### config.mk
export PLATFORM = sky130hd
export DESIGN_NAME = byte_batcher
export DESIGN_NICKNAME = d
export VERILOG_FILES = /design/src/rtl/byte_batcher_pkg.sv /design/src/rtl/byte_batcher.sv
export SDC_FILE = /design/constraint.sdc
export NUM_CORES = 1
export LEC_CHECK = 0
export BUFFER_PORTS_ARGS = -buffer_cell sky130_fd_sc_hd__buf_2
export CAP_MARGIN = 20
export CORE_MARGIN = 1.5
export CORE_UTILIZATION = 55
export CTS_BUF_LIST = sky130_fd_sc_hd__clkbuf_4
export CTS_CLUSTER_DIAMETER = 150
export DETAILED_ROUTE_END_ITERATION = 8
export PLACE_DENSITY = 0.76
export RECOVER_POWER = 100
export SLEW_MARGIN = 20
export SYNTH_ARGS = -nofsm -noshare
export SYNTH_HDL_FRONTEND = slang
export SYNTH_SLANG_ARGS = --single-unit
### constraint.sdc
create_clock -name clk -period 10.4 [get_ports clk]
set_input_delay 2.08 -clock clk [delete_from_list [all_inputs] [get_ports clk]]
set_output_delay 2.08 -clock clk [all_outputs]
set_load 0.03 [all_outputs]
### src/rtl/byte_batcher_pkg.sv
// byte_batcher_pkg: shared widths for the byte-to-AES-block batcher
package byte_batcher_pkg;
  localparam int BYTE_W = 8;
  localparam int BYTES_PER_BATCH = 16;
  localparam int AES_BLOCK_W = BYTE_W * BYTES_PER_BATCH;
endpackage

### src/rtl/byte_batcher.sv
// byte_batcher: packs a strobed byte stream MSB-first into blocks on a valid/ready output
module byte_batcher #(
  parameter int BYTE_W = byte_batcher_pkg::BYTE_W,
  parameter int BYTES_PER_BATCH = byte_batcher_pkg::BYTES_PER_BATCH
) (
  input  logic                               clk,
  input  logic                               reset,
  input  logic [BYTE_W-1:0]                  rx_data,
  input  logic                               rx_valid,
  output logic [BYTE_W*BYTES_PER_BATCH-1:0]  batch_data,
  output logic                               batch_valid,
  input  logic                               aes_ready,
  output logic                               overflow
);
  localparam int W = BYTE_W * BYTES_PER_BATCH;
  localparam int CW = $clog2(BYTES_PER_BATCH);
  localparam logic [CW-1:0] LAST = CW'(BYTES_PER_BATCH - 1);
  logic [W-1:0] shift_q, shift_d, data_q, data_d, shifted;
  logic [CW-1:0] cnt_q, cnt_d;
  logic full_q, full_d, valid_q, valid_d, ovf_q, ovf_d, out_free, last;
  assign shifted = {shift_q[W-BYTE_W-1:0], rx_data};
  assign out_free = !valid_q || aes_ready;
  assign last = cnt_q == LAST;
  always_comb begin
    shift_d = shift_q;
    cnt_d = cnt_q;
    full_d = full_q;
    data_d = data_q;
    valid_d = valid_q && !aes_ready;
    ovf_d = 1'b0;
    if (full_q) begin
      // a held block drains first; a byte on the same edge starts the next block
      if (out_free) begin
        data_d = shift_q;
        valid_d = 1'b1;
        full_d = 1'b0;
        cnt_d = rx_valid ? CW'(1) : '0;
        shift_d = rx_valid ? W'(rx_data) : '0;
      end else ovf_d = rx_valid;
    end else if (rx_valid) begin
      shift_d = shifted;
      cnt_d = last ? '0 : cnt_q + 1'b1;
      if (last) begin
        if (out_free) begin
          data_d = shifted;
          valid_d = 1'b1;
        end else full_d = 1'b1;
      end
    end
  end
  always_ff @(posedge clk or posedge reset) begin
    if (reset) begin
      shift_q <= '0;
      cnt_q <= '0;
      full_q <= 1'b0;
    end else begin
      shift_q <= shift_d;
      cnt_q <= cnt_d;
      full_q <= full_d;
    end
  end
  always_ff @(posedge clk or posedge reset) begin
    if (reset) begin
      data_q <= '0;
      valid_q <= 1'b0;
      ovf_q <= 1'b0;
    end else begin
      data_q <= data_d;
      valid_q <= valid_d;
      ovf_q <= ovf_d;
    end
  end
  assign batch_data = data_q;
  assign batch_valid = valid_q;
  assign overflow = ovf_q;
endmodule

Word level (Yosys, flattened, before mapping)
Cells that the tools add are included.

Equal/unequal tests: 2. $add $sub $neg: 1. Multiplexer cells: 24. Reduce and logical (&&, ||, !) cells: 8.

Operator list (count): 2-to-1 mux 128 bit (8); 2-to-1 mux 4 bit (4); 2-to-1 mux 1 bit (11); 2-to-1 mux 8 bit (1); adder 4 x 1 -> 4 bit (second input constant) (1); == test 4 bit (second input constant) (1); nonzero test 2 bit (2); AND reduction 3 bit (1); zero test 1 bit (2); != test 2 x 1 -> 1 bit (second input constant) (1); AND reduction 2 bit (1); logical AND 1 bit (1); logical OR 1 bit (1).

Output and inout port bits: 130. Logic and storage cells: 41. Register bits: 263. Bits of input ports: 12.

Logic depth before layout (Yosys ltp)
Depth after elaboration: 6. Depth in mapped cells: 6. Mapped depth without buffers: 4.

Least setup slack after synthesis
Ideal clock, no wire load.

Path type: input to register. Start: in rx_valid. End: reg data_q[0] (netlist: batch_data[0]). Buffers on the path: 2. Path slack: 7.323 ns. Cell stages on the path: 5. Data arrival time: 2.952 ns. Setup time: 0.125 ns. Data required time: 10.275 ns. Path through: a41oi_4 > nor2_4 > buf_12 > buf_12 > mux2_4.

Cells in the longest elaborated chain, start to end: 2.

RTL lines: start, declared (RTL line byte_batcher.sv:9) `input logic rx_valid,`; nonzero test 2 bit (no line); AND reduction 3 bit (no line); end signal, assigned (RTL line byte_batcher.sv:68) `data_q <= data_d;`; end, declared (RTL line byte_batcher.sv:18) `logic [W-1:0] shift_q, shift_d, data_q, data_d, shifted;`.

No other way between the ends. A chain may end at the register's enable or synchronous reset.

Worst setup path after layout
Start: in rx_valid. End: reg data_q[85] (netlist: batch_data[85]).

Same word-level chain as after synthesis.

==> run_results.csv <==
group,metric,value,unit
outcome,outcome,"complete, but fails checks",
outcome,violations,"max-capacitance violations, max-slew violations",
logic_synthesis,yosys.area_share.adder,0.107,%
global_routing,grt_max_degree,123,
global_routing,grt_pass1_wl,38400,µm
cells_and_area,drive_above_1_share,28.3,%
logic_synthesis,ys_types,28,
critical_path,crit_path_cell_trace,"clkbuf_1, a41oi_1, nor2_4, clkbuf_1, clkbuf_1, mux2_2",
critical_path,end_kind,"register",
job,maxCapViolations,5,
timing,maxSlewViolCount,314,
worst_hold_path,hold_path_class,"register to register",
clock_network,cts_resized,0,
logic_synthesis,synth_xor_area_share,0,%
critical_path,cpMostUsedCell,"clkbuf_1",
floorplanning,placeableCoreArea,0.0210,mm²
floorplanning,die_area,0.0222,mm²
drt,wire_per_inst,19.3,µm
logic_synthesis,syn_area,0.0117,mm²
clock_network,clk-insertion-delay-late,0.66,ns
global_routing,overflow,0,
place,place_area,0.0124,mm²
logic_synthesis,ys_ff_latch,263,
global_routing,antenna_found_initial,2,
floorplanning,num_rows,53,
clock_network,cts-buffers-inserted,70,
clock_network,clockBufferDepth,3,
clock_network,cts-hold-fix-buffers,0,
floorplanning,ios,142,
critical_path,cp_num_buf_inv,3,
drt,dr.pass1.iters,5,
critical_path,path_class,"input pin to register",
cells_and_area,instances_no_fill,1221,
drt,drtIter0Drc,373,
critical_path,cp.required,10.92,ns
place,place_congestion,0.748,
critical_path,cp-start-kind,"input pin",
critical_path,cp_top_family,"buffers and inverters",
power_and_ir_drop,power_density,235,mW/mm²
timing,hold_violations,0,
power_and_ir_drop,total_power,0.00296,W
drt,vias,6841,
floorplanning,fp.dieW,149,µm
timing,relSlewSlack,-261,%
logic_synthesis,synthFlopType,"dfrtp_1",
critical_path,crit_arrival,6.65,ns
global_routing,track_usage,21.9,%
timing,worst_pin_slew,5.38,ns
place,dp_hpwl,13800,µm
drt,drc_errors,0,
drt,via_per_inst,5.60,
timing,skew,0.0348,ns
timing,period_needed,6.13,ns
timing,fin_crit_sh,58.9,%
power_and_ir_drop,p_leak,6.22,nW
power_and_ir_drop,ir_drop,168,µV
clock_network,clock-sinks,263,
timing,rsz0062_at_grt,"no",
clock_network,clkTransAtPathRegs,0.06,ns
timing,setup_violations,0,
cells_and_area,fillers,1813,
drt,wirelength,23500,µm
clock_network,post-cts-setup-buffers,0,
critical_path,slowest_delay,1.93,ns
logic_synthesis,synth_top_family_by_area,"multiplexers",
place,io_buffers,141,
floorplanning,initial_core_util,56.0,%
logic_synthesis,synth-simple-area-share,0.831,%
logic_synthesis,synth-edff-count,0,
global_routing,grt_pass1_vias,7077,
logic_synthesis,syn_nets,744,
logic_synthesis,synth_warnings,0,
clock_network,h-tree-depth,3,
logic_synthesis,synth.mux.area_fraction,28.4,%
timing,maxClockFrequency,163,MHz
drt,drtAntennaViolNets,0,
logic_synthesis,postSynthCellCount,731,
cells_and_area,num-nets-final,909,
cells_and_area,seq_area,0.00659,mm²
cells_and_area,area_growth,7.38,%
logic_synthesis,yosysSeqAreaShare,56.1,%
logic_synthesis,syn_avg_cell_area,16.1,µm²
critical_path,cp_max_fo,45,
clock_network,root_buffer,"clkbuf_4",
critical_path,slowest_stage,"clkbuf_1",
place,dp_cells,1099,
cells_and_area,multi_input_area,0.00421,mm²
clock_network,cts_tree,"yes",
timing,setup-tns-final,0,ns
floorplanning,chipHeight,149,µm
logic_synthesis,async_flop_share,100,%
logic_synthesis,synth_compound_gate_area_share,10.2,%
cells_and_area,postLayoutCellArea,0.0126,mm²
## where the power goes
part,internal [W],total [W],switching [W]
combinational,0.000238,0.000668,0.000429
sequential,0.00123,0.00140,0.000170
clock,0.000468,0.000889,0.000421
total,0.00194,0.00296,0.00102
## final cells by class
cell class                 count  share of cell area, %
clock inverter                20                  0.844
sequential                   263                   52.2
clock buffer                 100                   5.96
antenna                        2                 0.0397
multi-input combinational    409                   33.4
tap                          275                   2.73
timing repair buffer         151                   4.77
inverter                       1                 0.0397
## path summary, 6_finish.rpt
check,start,slack (ns),cells after the start,endpoint
worst max-delay path,rx_valid,4.27,6,batch_data[85]
worst max register to register,full_q,5.04,5,batch_data[85]
worst min-delay path,batch_data[55],0.48,1,batch_data[55]
worst min register to register,batch_data[55],0.48,1,batch_data[55]
min in group asynchronous,reset,3.09,2,batch_data[65]
max in group asynchronous,reset,4.56,3,full_q
## registers in the layout (all words and copies together), names as in the netlist
signal,count
batch_data,128
batch_valid,1
cnt_q,4
full_q,1
overflow,1
shift_q,128
## per-stage QoR
step	hold WS, ns	setup slack [ns]	utilization [%]
global route	0.496	3.69	60.1
floorplan	0.467	1.08	-
finish	0.482	4.27	60.1
CTS	0.505	6.68	63.2
detailed placement	0.486	5.98	59.1
global placement	0.482	6.02	59.1
## metal layers
metal,vias up,global-route usage [%],share of wire [%]
li1,3111,-,-
met5,-,0,0
met4,0,8.61,2.3
met1,3499,31.5,46
met3,45,5.47,5.3
met2,186,32.0,46
## cells in the mapped netlist, types with 3 or more instances
cell type,n,area (µm²)
buf_12,11,220
buf_2,19,95.1
nor2_1,3,11.3
mux2_2,136,1530
buf_4,11,82.6
dfrtp_1,263,6580
a22o_1,132,1160
clkbuf_1,11,41.3
mux2_4,120,1800
buf_6,3,33.8
## logic make-up (layout without fill, tap and decap cells)
kind of cell	after synthesis	after routing
fa+ha+maj	1	1
simple gates	16	16
compound gates	136	136
flops	263	263
other cells	0	2
buf+inv	59	272
mux	256	256
## cell usage in the layout, fill, tap and decap left out, types with 2 or more instances in the layout
master    count
a22o_1      132
buf_2         9
buf_4         6
clkbuf_1    136
clkbuf_4    100
clkinv_1     12
clkinv_2      4
dfrtp_1     262
diode_2       2
inv_2         3
mux2_1      117
mux2_2      136
mux2_4        3
nand3_1       2
nor2_1        3
(Power assumes the default switching activity.)
